**src/rtl/mem_arb_pkg.sv**
```systemverilog
// Shared types and helpers for the memory channel arbiter.
//   state_t     : per-channel FSM state
//   owner_bits  : width of a consumer index (at least 1 bit)
package mem_arb_pkg;

  typedef enum logic [1:0] {
    IDLE       = 2'd0,
    READ_WAIT  = 2'd1,
    WRITE_WAIT = 2'd2,
    RELAY      = 2'd3
  } state_t;

  localparam int unsigned PERF_BITS = 32;

  function automatic int unsigned owner_bits(input int unsigned n);
    return (n > 1) ? $clog2(n) : 1;
  endfunction

endpackage

```
**src/rtl/mem_channel_arbiter_if.sv**
```systemverilog
// Cache-side and memory-side handshake bundle of the memory channel arbiter.
//   slave  : arbiter view (takes consumer requests, issues memory requests)
//   master : environment view (cache consumers plus global memory)
interface mem_channel_arbiter_if #(
  parameter int unsigned ADDR_BITS = 8,
  parameter int unsigned DATA_BITS = 8,
  parameter int unsigned CONSUMERS = 4,
  parameter int unsigned CHANNELS  = 1
);

  logic [CONSUMERS-1:0]           consumer_read_valid;
  logic [CONSUMERS*ADDR_BITS-1:0] consumer_read_addr;
  logic [CONSUMERS-1:0]           consumer_read_ready;
  logic [CONSUMERS*DATA_BITS-1:0] consumer_read_data;
  logic [CONSUMERS-1:0]           consumer_write_valid;
  logic [CONSUMERS*ADDR_BITS-1:0] consumer_write_addr;
  logic [CONSUMERS*DATA_BITS-1:0] consumer_write_data;
  logic [CONSUMERS-1:0]           consumer_write_ready;

  logic [CHANNELS-1:0]            mem_read_valid;
  logic [CHANNELS*ADDR_BITS-1:0]  mem_read_addr;
  logic [CHANNELS-1:0]            mem_read_ready;
  logic [CHANNELS*DATA_BITS-1:0]  mem_read_data;
  logic [CHANNELS-1:0]            mem_write_valid;
  logic [CHANNELS*ADDR_BITS-1:0]  mem_write_addr;
  logic [CHANNELS*DATA_BITS-1:0]  mem_write_data;
  logic [CHANNELS-1:0]            mem_write_ready;

  modport slave (
    input  consumer_read_valid, consumer_read_addr,
    output consumer_read_ready, consumer_read_data,
    input  consumer_write_valid, consumer_write_addr, consumer_write_data,
    output consumer_write_ready,
    output mem_read_valid, mem_read_addr,
    input  mem_read_ready, mem_read_data,
    output mem_write_valid, mem_write_addr, mem_write_data,
    input  mem_write_ready
  );

  modport master (
    output consumer_read_valid, consumer_read_addr,
    input  consumer_read_ready, consumer_read_data,
    output consumer_write_valid, consumer_write_addr, consumer_write_data,
    input  consumer_write_ready,
    input  mem_read_valid, mem_read_addr,
    output mem_read_ready, mem_read_data,
    input  mem_write_valid, mem_write_addr, mem_write_data,
    output mem_write_ready
  );

endinterface

```
**src/rtl/mem_arb_rr_pick.sv**
```systemverilog
// Combinational round-robin picker: first requesting, non-excluded index
// scanning upward from ptr with wrap.
//   req     : request mask
//   excl    : excluded (already claimed) mask
//   ptr     : scan start index
//   found_c : some index qualified
//   index_c : the chosen index
module mem_arb_rr_pick #(
  parameter int unsigned N  = 4,
  parameter int unsigned PW = 2
) (
  input  logic [N-1:0]  req,
  input  logic [N-1:0]  excl,
  input  logic [PW-1:0] ptr,
  output logic          found_c,
  output logic [PW-1:0] index_c
);

  logic [PW-1:0] idx;

  // Scan from the far end back toward ptr so the closest candidate wins last.
  always_comb begin
    found_c = 1'b0;
    index_c = '0;
    idx     = '0;
    for (int k = N - 1; k >= 0; k--) begin
      idx = PW'((32'(ptr) + 32'(k)) % N);
      if (req[idx] && !excl[idx]) begin
        found_c = 1'b1;
        index_c = idx;
      end
    end
  end

endmodule

```
**src/rtl/mem_channel_arbiter.sv**
```systemverilog
// Multiplexes CONSUMERS cache-side request ports onto CHANNELS memory ports.
// Each channel runs its own IDLE/READ_WAIT/WRITE_WAIT/RELAY FSM; grants are
// round-robin and every output is registered.
//   clk, reset (async, active-low)
//   bus   : mem_channel_arbiter_if.slave (consumer and memory handshakes)
//   perf_grants, perf_stall_cycles : present only with MEM_ARB_PERF_EN
module mem_channel_arbiter
  import mem_arb_pkg::*;
#(
  parameter int unsigned ADDR_BITS = 8,
  parameter int unsigned DATA_BITS = 8,
  parameter int unsigned CONSUMERS = 4,
  parameter int unsigned CHANNELS  = 1
) (
  input  logic                  clk,
  input  logic                  reset,
  mem_channel_arbiter_if.slave  bus
`ifdef MEM_ARB_PERF_EN
  ,
  output logic [PERF_BITS-1:0]  perf_grants,
  output logic [PERF_BITS-1:0]  perf_stall_cycles
`endif
);

  localparam int unsigned OB = owner_bits(CONSUMERS);

  state_t                         state_q [CHANNELS];
  state_t                         state_d [CHANNELS];
  logic [OB-1:0]                  owner_q [CHANNELS];
  logic [OB-1:0]                  owner_d [CHANNELS];
  logic [CONSUMERS-1:0]           claimed_q, claimed_d;
  logic [OB-1:0]                  rr_ptr_q, rr_ptr_d;

  logic [CHANNELS-1:0]            mrv_d, mwv_d;
  logic [CHANNELS*ADDR_BITS-1:0]  mra_d, mwa_d;
  logic [CHANNELS*DATA_BITS-1:0]  mwd_d;
  logic [CONSUMERS-1:0]           crr_d, cwr_d;
  logic [CONSUMERS*DATA_BITS-1:0] crd_d;

  logic [CONSUMERS-1:0]           req_c;
  logic [CHANNELS-1:0]            grant_c;
  logic [OB-1:0]                  pick_c [CHANNELS];
  logic [CONSUMERS-1:0]           taken_c;

  assign req_c = bus.consumer_read_valid | bus.consumer_write_valid;

  // Pickers chained in ascending channel order; a consumer granted by a lower
  // channel this cycle is excluded from every higher one.
  for (genvar ch = 0; ch < CHANNELS; ch++) begin : g_pick
    logic [CONSUMERS-1:0] excl_in, excl_out;
    logic                 found;
    logic [OB-1:0]        idx;

    if (ch == 0) begin : g_first
      assign excl_in = claimed_q;
    end else begin : g_next
      assign excl_in = g_pick[ch-1].excl_out;
    end

    mem_arb_rr_pick #(.N(CONSUMERS), .PW(OB)) u_pick (
      .req     (req_c),
      .excl    (excl_in),
      .ptr     (rr_ptr_q),
      .found_c (found),
      .index_c (idx)
    );

    assign grant_c[ch] = found && (state_q[ch] == IDLE);
    assign pick_c[ch]  = idx;
    assign excl_out    = excl_in | (grant_c[ch] ? (CONSUMERS'(1) << idx) : '0);
  end

  // Consumers newly granted by any channel this cycle.
  assign taken_c = g_pick[CHANNELS-1].excl_out & ~claimed_q;

  // Next-state and next-output logic for all channels.
  always_comb begin
    state_d   = state_q;
    owner_d   = owner_q;
    claimed_d = claimed_q | taken_c;
    rr_ptr_d  = rr_ptr_q;
    mrv_d     = bus.mem_read_valid;
    mra_d     = bus.mem_read_addr;
    mwv_d     = bus.mem_write_valid;
    mwa_d     = bus.mem_write_addr;
    mwd_d     = bus.mem_write_data;
    crr_d     = bus.consumer_read_ready;
    crd_d     = bus.consumer_read_data;
    cwr_d     = bus.consumer_write_ready;

    for (int ch = 0; ch < CHANNELS; ch++) begin
      case (state_q[ch])
        IDLE: begin
          if (grant_c[ch]) begin
            owner_d[ch] = pick_c[ch];
            // Read wins; a pending write of the same consumer waits for a later grant.
            if (bus.consumer_read_valid[pick_c[ch]]) begin
              mrv_d[ch] = 1'b1;
              mra_d[ch*ADDR_BITS +: ADDR_BITS] =
                bus.consumer_read_addr[pick_c[ch]*ADDR_BITS +: ADDR_BITS];
              state_d[ch] = READ_WAIT;
            end else begin
              mwv_d[ch] = 1'b1;
              mwa_d[ch*ADDR_BITS +: ADDR_BITS] =
                bus.consumer_write_addr[pick_c[ch]*ADDR_BITS +: ADDR_BITS];
              mwd_d[ch*DATA_BITS +: DATA_BITS] =
                bus.consumer_write_data[pick_c[ch]*DATA_BITS +: DATA_BITS];
              state_d[ch] = WRITE_WAIT;
            end
          end
        end
        READ_WAIT: begin
          if (bus.mem_read_ready[ch]) begin
            mrv_d[ch]          = 1'b0;
            crr_d[owner_q[ch]] = 1'b1;
            crd_d[owner_q[ch]*DATA_BITS +: DATA_BITS] =
              bus.mem_read_data[ch*DATA_BITS +: DATA_BITS];
            state_d[ch] = RELAY;
          end
        end
        WRITE_WAIT: begin
          if (bus.mem_write_ready[ch]) begin
            mwv_d[ch]          = 1'b0;
            cwr_d[owner_q[ch]] = 1'b1;
            state_d[ch]        = RELAY;
          end
        end
        RELAY: begin
          // Release once the owner drops the valid matching the ready we raised.
          if (bus.consumer_read_ready[owner_q[ch]] ? !bus.consumer_read_valid[owner_q[ch]]
                                                   : !bus.consumer_write_valid[owner_q[ch]]) begin
            crr_d[owner_q[ch]]     = 1'b0;
            cwr_d[owner_q[ch]]     = 1'b0;
            claimed_d[owner_q[ch]] = 1'b0;
            rr_ptr_d = (32'(owner_q[ch]) == CONSUMERS - 1) ? '0 : owner_q[ch] + OB'(1);
            state_d[ch] = IDLE;
          end
        end
        default: state_d[ch] = IDLE;
      endcase
    end
  end

  // State and output registers.
  always_ff @(posedge clk or negedge reset) begin
    if (!reset) begin
      for (int ch = 0; ch < CHANNELS; ch++) begin
        state_q[ch] <= IDLE;
        owner_q[ch] <= '0;
      end
      claimed_q                <= '0;
      rr_ptr_q                 <= '0;
      bus.mem_read_valid       <= '0;
      bus.mem_read_addr        <= '0;
      bus.mem_write_valid      <= '0;
      bus.mem_write_addr       <= '0;
      bus.mem_write_data       <= '0;
      bus.consumer_read_ready  <= '0;
      bus.consumer_read_data   <= '0;
      bus.consumer_write_ready <= '0;
    end else begin
      state_q                  <= state_d;
      owner_q                  <= owner_d;
      claimed_q                <= claimed_d;
      rr_ptr_q                 <= rr_ptr_d;
      bus.mem_read_valid       <= mrv_d;
      bus.mem_read_addr        <= mra_d;
      bus.mem_write_valid      <= mwv_d;
      bus.mem_write_addr       <= mwa_d;
      bus.mem_write_data       <= mwd_d;
      bus.consumer_read_ready  <= crr_d;
      bus.consumer_read_data   <= crd_d;
      bus.consumer_write_ready <= cwr_d;
    end
  end

`ifdef MEM_ARB_PERF_EN
  logic any_idle_c;

  always_comb begin
    any_idle_c = 1'b0;
    for (int ch = 0; ch < CHANNELS; ch++) begin
      if (state_q[ch] == IDLE) any_idle_c = 1'b1;
    end
  end

  // Grant count and cycles where unclaimed work waits with no free channel.
  always_ff @(posedge clk or negedge reset) begin
    if (!reset) begin
      perf_grants       <= '0;
      perf_stall_cycles <= '0;
    end else begin
      perf_grants <= perf_grants + PERF_BITS'($countones(grant_c));
      if (((req_c & ~claimed_q) != '0) && !any_idle_c)
        perf_stall_cycles <= perf_stall_cycles + PERF_BITS'(1);
    end
  end
`endif

endmodule
```
**src/flat_wrapper.sv**
```systemverilog
// flat-port wrapper written by rule: the top's interface ports become plain ports
module mem_channel_arbiter_flat import mem_arb_pkg::*;
#(
  parameter int unsigned ADDR_BITS = 8,
  parameter int unsigned DATA_BITS = 8,
  parameter int unsigned CONSUMERS = 4,
  parameter int unsigned CHANNELS  = 1
)
  (clk, reset, bus_consumer_read_valid, bus_consumer_read_addr, bus_consumer_read_ready, bus_consumer_read_data, bus_consumer_write_valid, bus_consumer_write_addr, bus_consumer_write_data, bus_consumer_write_ready, bus_mem_read_valid, bus_mem_read_addr, bus_mem_read_ready, bus_mem_read_data, bus_mem_write_valid, bus_mem_write_addr, bus_mem_write_data, bus_mem_write_ready);
  mem_channel_arbiter_if #(.ADDR_BITS(ADDR_BITS), .DATA_BITS(DATA_BITS), .CONSUMERS(CONSUMERS), .CHANNELS(CHANNELS)) bus_i ();
  input  logic clk;
  input  logic reset;
  input wire logic [$bits(bus_i.consumer_read_valid)-1:0] bus_consumer_read_valid;
  input wire logic [$bits(bus_i.consumer_read_addr)-1:0] bus_consumer_read_addr;
  output wire logic [$bits(bus_i.consumer_read_ready)-1:0] bus_consumer_read_ready;
  output wire logic [$bits(bus_i.consumer_read_data)-1:0] bus_consumer_read_data;
  input wire logic [$bits(bus_i.consumer_write_valid)-1:0] bus_consumer_write_valid;
  input wire logic [$bits(bus_i.consumer_write_addr)-1:0] bus_consumer_write_addr;
  input wire logic [$bits(bus_i.consumer_write_data)-1:0] bus_consumer_write_data;
  output wire logic [$bits(bus_i.consumer_write_ready)-1:0] bus_consumer_write_ready;
  output wire logic [$bits(bus_i.mem_read_valid)-1:0] bus_mem_read_valid;
  output wire logic [$bits(bus_i.mem_read_addr)-1:0] bus_mem_read_addr;
  input wire logic [$bits(bus_i.mem_read_ready)-1:0] bus_mem_read_ready;
  input wire logic [$bits(bus_i.mem_read_data)-1:0] bus_mem_read_data;
  output wire logic [$bits(bus_i.mem_write_valid)-1:0] bus_mem_write_valid;
  output wire logic [$bits(bus_i.mem_write_addr)-1:0] bus_mem_write_addr;
  output wire logic [$bits(bus_i.mem_write_data)-1:0] bus_mem_write_data;
  input wire logic [$bits(bus_i.mem_write_ready)-1:0] bus_mem_write_ready;
  assign bus_i.consumer_read_valid = bus_consumer_read_valid;
  assign bus_i.consumer_read_addr = bus_consumer_read_addr;
  assign bus_consumer_read_ready = bus_i.consumer_read_ready;
  assign bus_consumer_read_data = bus_i.consumer_read_data;
  assign bus_i.consumer_write_valid = bus_consumer_write_valid;
  assign bus_i.consumer_write_addr = bus_consumer_write_addr;
  assign bus_i.consumer_write_data = bus_consumer_write_data;
  assign bus_consumer_write_ready = bus_i.consumer_write_ready;
  assign bus_mem_read_valid = bus_i.mem_read_valid;
  assign bus_mem_read_addr = bus_i.mem_read_addr;
  assign bus_i.mem_read_ready = bus_mem_read_ready;
  assign bus_i.mem_read_data = bus_mem_read_data;
  assign bus_mem_write_valid = bus_i.mem_write_valid;
  assign bus_mem_write_addr = bus_i.mem_write_addr;
  assign bus_mem_write_data = bus_i.mem_write_data;
  assign bus_i.mem_write_ready = bus_mem_write_ready;
  mem_channel_arbiter #(.ADDR_BITS(ADDR_BITS), .DATA_BITS(DATA_BITS), .CONSUMERS(CONSUMERS), .CHANNELS(CHANNELS)) u_core (.clk(clk), .reset(reset), .bus(bus_i));
endmodule
```
**config.mk**
```make
export PLATFORM = sky130hd
export DESIGN_NAME = mem_channel_arbiter_flat
export DESIGN_NICKNAME = d
export VERILOG_FILES = /design/src/rtl/mem_arb_pkg.sv /design/src/rtl/mem_channel_arbiter_if.sv /design/src/rtl/mem_arb_rr_pick.sv /design/src/rtl/mem_channel_arbiter.sv /design/src/flat_wrapper.sv
export SDC_FILE = /design/constraint.sdc
export NUM_CORES = 1
export LEC_CHECK = 0
export BUFFER_PORTS_ARGS = -buffer_cell sky130_fd_sc_hd__buf_4
export CORE_AREA = 2 2 108 89
export CTS_CLUSTER_DIAMETER = 100
export DETAILED_ROUTE_END_ITERATION = 16
export DIE_AREA = 0 0 110 91
export GPL_ROUTABILITY_DRIVEN = 0
export PLACE_DENSITY = 0.89
export SLEW_MARGIN = 20
export SYNTH_ARGS = -nofsm -noshare
export SYNTH_HDL_FRONTEND = slang
export SYNTH_SLANG_ARGS = --single-unit
```
**constraint.sdc**
```tcl
create_clock -name clk -period 2.7 [get_ports clk]
set_clock_uncertainty 0.1 [all_clocks]
set_input_delay 0 -clock clk [delete_from_list [all_inputs] [get_ports clk]]
set_output_delay 0 -clock clk [all_outputs]
set_load 0.005 [all_outputs]
```
After elaboration in Yosys (flattened, before gate mapping)
Index checks and enable logic that the tools add are counted.
{"block": "classes", "n_reduce_logical": 27, "bitwise": 12, "add_sub_neg": 5, "magnitude_cmp": 7, "shift": 6, "n_eq_ne": 10, "muxes": 60}
{"cell": "$shiftx A32 B6 Y8", "n": 3}
{"cell": "$neg A5 Y34", "n": 1}
{"cell": "$shift A8 B34 Y32 const A", "n": 1}
{"cell": "$shiftx A8 B34 Y32", "n": 1}
{"cell": "$bwmux W32", "n": 1}
{"cell": "$mux W4", "n": 7}
{"cell": "$bmux W1 S2", "n": 12}
{"cell": "$mux W1", "n": 24}
{"cell": "$mux W2", "n": 10}
{"cell": "$or A4 B4 Y4", "n": 5}
{"cell": "$lt A2 B3 Y1 const B", "n": 6}
{"cell": "$and A4 B4 Y4", "n": 4}
{"cell": "$pmux W4 S2", "n": 2}
{"cell": "$reduce_and A3 Y1", "n": 4}
{"cell": "$reduce_and A4 Y1", "n": 3}
{"cell": "$ne A2 B2 Y1 const B", "n": 4}
{"cell": "$not A4 Y4", "n": 2}
{"cell": "$pmux W2 S4", "n": 1}
{"cell": "$reduce_bool A2 Y1", "n": 4}
{"cell": "$eq A2 B2 Y1 const B", "n": 3}
{"cell": "$logic_and A1 B1 Y1", "n": 6}
{"cell": "$logic_not A1 Y1", "n": 6}
{"cell": "$reduce_and A2 Y1", "n": 3}
{"cell": "$add A2 B1 Y2 const B", "n": 2}
{"cell": "other kinds (9)", "n": 12}
{"block": "totals", "output_inout_bits": 66, "regBits": 76}

Longest topological paths before layout
{"block": "depth", "ltp_word": 17, "ltp_mapped": 10, "ltp_nobuf": 7}

Cells and area by module
From an unflattened synthesis, not the netlist that was laid out.
{"block": "hier_totals", "hier_cells": 279, "hier_area_um2": 3925.0}
{"mod": "mem_channel_arbiter", "seq_area_each_um2": 1901.8, "n_inst": 1, "cells_per_inst": 262, "area_per_inst_um2": 3817.4}
{"mod": "mem_arb_rr_pick", "seq_area_each_um2": 0.0, "n_inst": 1, "cells_per_inst": 17, "area_per_inst_um2": 107.6}

Worst setup path after synthesis
OpenSTA, ideal clock, no wires.
{"block": "synth_timing", "path_kind": "reg-to-reg", "start": "reg u_core.claimed_q[2]", "end": "reg u_core.bus.mem_write_addr[0]", "slack_ns": 0.300, "setup_time_ns": 0.125, "stages_incl_launch_ff": 10, "t_arrival_ns": 2.175, "n_path_buf": 3, "cell_sequence": "dfrtp_1 o21bai_2 nor3_1 a211o_1 buf_2 buf_4 buf_4 mux2i_1 mux2i_1 mux2_4"}
{"block": "synth_via", "elab_chain_cells": 12}
{"item": "from (decl)", "line_no": "mem_channel_arbiter.sv:31", "rtl": "logic [CONSUMERS-1:0] claimed_q, claimed_d;"}
{"item": "from (signal assigned)", "line_no": "mem_channel_arbiter.sv:164", "rtl": "claimed_q <= claimed_d;"}
{"item": "branches (longest 12 deep; another with $shiftx A32 B6 Y8)"}
{"item": "to (signal assigned)", "line_no": "mem_channel_arbiter.sv:169", "rtl": "bus.mem_write_addr <= mwa_d;"}
{"item": "to (decl)", "line_no": "mem_channel_arbiter_if.sv:36", "rtl": "output mem_write_valid, mem_write_addr, mem_write_data,"}
Parallel ways; which one is timed is not known. The select of a mux whose other input is x is not followed.
A chain may end at the register's enable or synchronous reset.

Worst setup path in the final report
{"block": "layout_timing", "start": "reg u_core.claimed_q[2]", "end": "reg u_core.bus.mem_write_addr[1]"}
The elaborated chain is that of the path after synthesis.

==> results.md <==
* Total power density per cell area at 1120 nW/µm²
* Count of boundary I/O pins at 182
* Area overhead of the layout relative to synthesis at 57.4%
* Global Route Usage Sum at 27.2%
* Internal Pwr Total at 4520 µW
* Number of clock sinks at 76
* Net switching power of the design at 2880 µW
* EDFF count, synth at 0
* Placeable core area at around 9000 µm²
* Average cell area after synthesis at around 12 µm²
* Share of the synthesized area in the top cell type at between 40% and 50%
* H-tree Lvls at 3
* Detailed placement HPWL at 8950 µm
* Overall die width at 110 µm
* Tcrit/Tclk final at between 90% and 100%
* Clock Path Buffers at 2
* Starting density of the core at 47.4%
* Number of endpoints failing setup at the final stage at 0
* Number of input and output port buffers inserted at 181
* Synthesis warning total at 0
* Area contributors post-synth: dfrtp_1, mux2i_1, a22o_1
* Hold_ws at 0.00619 ns
* Critical path launch point type: flip-flop
* Least-Margin Pin Slew at 0.958 ns
* Total Power Consumption at 7400 µW
* Count of endpoints failing hold in the final timing report at 0
* Arrival time reported for the critical path endpoint at 2.81 ns
* Clock tree from TritonCTS: built
* Drt drc at 0
* Number of vias per cell after detailed routing at 5.62
* Relative contribution of combinational cells to total power at 60.6%
* Row cnt at 31
* Share of total power consumed by net switching at around two fifths
* Number of nets in the finished design at slightly above 700
* Fraction of layout instances using a drive strength above 1 at 43.0%
* Kind of path behind the tightest hold check: primary input to flip-flop
* Most common cell in the synthesized netlist: mux2i_1
* Crit Path Class: flip-flop to flip-flop
* LEAKAGE at 0.00341 µW
* Final min period at around 2.7 ns
* Number of global-route vias before repair at 4063
* Number of maximum-capacitance violations at 0
* Sequential-to-total area share from yosys stat at 45.2%
* Top cell type by total area after synthesis: dfrtp_1
* Number of buffers created by CTS at 9
* Synth unique cells at 50
* Buffer type at the clock tree root: clkbuf_8
* Proportion of power drawn by flip-flops and latches at between 20% and 30%
* Area enclosed by the die boundary at between 10000 and 15000 µm²
* Maximum fanout count along the critical path at 8
* Cell count after placement at 647
* Result of the run: finished clean
* Endpoint required time on the critical path at 2.84 ns
* Number of antenna repair diodes at 0
* Worst slew margin relative to its limit at 36.1%
* Number of cells in the finished layout apart from fillers at 718
* Global-route wire length before repair at 20900 µm
* Start point of the critical path: u_core.claimed_q[2]$_DFF_PN0_
* Flip-flop and latch count after synthesis at 76
* Worst supply voltage drop on vdd at 0.606 mV
* Length of the first detailed-routing pass in iterations at 4
* Final instance area at 6630 µm²
* Share of flip-flops with an asynchronous set or reset after synthesis at between 90% and 100%
* Crit path capture type: flip-flop
* Maximum number of pins on one net before global-route repair at 77
* Flip-flop cell with the highest count after synthesis: dfrtp_1
* Number of vias in the routed layout at 4037
* Worst-Skew Late Latency at between 0.3 and 0.4 ns
* List of most frequent post-synthesis cells: mux2i_1, dfrtp_1, a22o_1, mux2_2, inv_1
* DR iter-0 viols at approximately 250
* Post-synth net total at around 470
* Antenna viol nets, final at 0
* Routed wire length at 14400 µm
* Final Slew Violations at 0
* Final global-route overflow total at 0
* Relative contribution of the clock network to total power at 13.1%
* Post-synthesis instance area at 4210 µm²
* Wirelength per Cell at 20.0 µm
* Launch point of the worst hold path: bus_consumer_read_addr[22]
* Initial antenna violation count at 0
* Cells after synthesis at 347
* Reg2reg start: u_core.claimed_q[2]$_DFF_PN0_
* Core utilization of the finished layout at about three quarters
* Die extent in y at 91 µm
* Clock-pin slew of the registers on the worst-case setup and hold paths at 0.09 ns
* Highest achievable clock rate at approximately 370 MHz
* Dpl cell area at 5790 µm²
## cells in the final DEF (no fill, tap or decap), types with 3 or more instances in the layout
master and n:
buf_4 201, mux2i_1 80, dfrtp_1 76, dlygate4sd3_1 51, a22o_1 32, mux2_2 16, inv_1 15, ha_1 11
a21oi_1 10, mux2_4 10, nor2_1 9, clkbuf_8 9, nand2_1 7, nor3_1 7, nor4_1 5, a31oi_1 4
nand3_1 4, a21o_1 3, o21ai_0 3
## final cells by class
cell class | count | area [µm²]
fillers | 575 | 2250
multi-input cells | 240 | 2190
repair buffers | 256 | 2110
flip-flops and latches | 76 | 1900
well taps | 115 | 144
clock buffers | 9 | 124
clock inverters | 7 | 97.6
inverters | 15 | 56.3
## per-stage QoR
| stage | setup slack, ns | setup TNS [ns] |
|---|---|---|
| 6_report | 0.0270 | 0 |
| 5_1_grt | -0.0469 | -0.298 |
| 4_1_cts | 0.0266 | 0 |
| 3_5_place_dp | -0.181 | -2.46 |
| 3_3_place_gp | -0.0965 | -0.937 |
| 2_1_floorplan | 0.300 | 0 |
## layer usage
| layer | global-route usage (%) | wire [µm] | share of wire (%) |
|---|---|---|---|
| met1 | 34.1 | 5540 | 38 |
| met3 | 6.10 | 805 | 5.6 |
| met5 | 0 | 0 | 0 |
| met2 | 46.6 | 7550 | 52 |
| met4 | 7.91 | 503 | 3.5 |
## power groups by stage
stage / sequential (µW) / clock [µW] / combinational, µW
after detailed placement: 1930 / 0 / 4050
after floorplan: 1900 / 0 / 2660
after global placement: 1910 / 0 / 3910
after CTS: 1930 / 983 / 4170
after global routing: 2000 / 1040 / 4770
final: 1950 / 970 / 4480
## repair_timing
item | in CTS | in global routing
cloned | 0 | 1
gates resized for setup | 2 | 3
hold buffers | 51 | 0
endpoints found under the setup margin | 24 | 26
pin swaps | 1 | 1
endpoints found under the hold margin | 123 | 0
buffers inserted | 1 | 2
## cells by family after synthesis
group	count (synthesis)	share of synthesized area, %
buf+inv	31	3.33
simple gates	44	5.62
fa+ha+maj	11	3.27
compound gates	78	15.2
flops	76	45.2
mux	107	27.4
## worst max-delay path, cell delays in order, from the launching register on
cell and delay (ns):
dfrtp_1 0.39, o21bai_2 0.25, nor3_2 0.33, a2111oi_1 0.12, buf_4 0.17, nor4_1 0.60
nor2_4 0.07, buf_4 0.22, mux2_4 0.31
## path summary, 6_finish.rpt
kind                                                            endpoint  slack, ns  depth (start not counted)
setup / recovery                u_core.bus.mem_write_addr[1]$_DFFE_PN0P_       0.03                          8
hold / removal                   u_core.bus.mem_read_addr[6]$_DFFE_PN0P_      0.006                          4
setup reg to reg                u_core.bus.mem_write_addr[1]$_DFFE_PN0P_       0.03                          8
hold reg to reg            u_core.bus.consumer_read_data[27]$_DFFE_PN0P_       0.41                          1
max in group asynchronous                     asynchronous set/reset pin       1.61                          2
min in group asynchronous  u_core.bus.consumer_read_data[19]$_DFFE_PN0P_       0.26                          2
No activity file was read; power rests on OpenSTA's default activity.
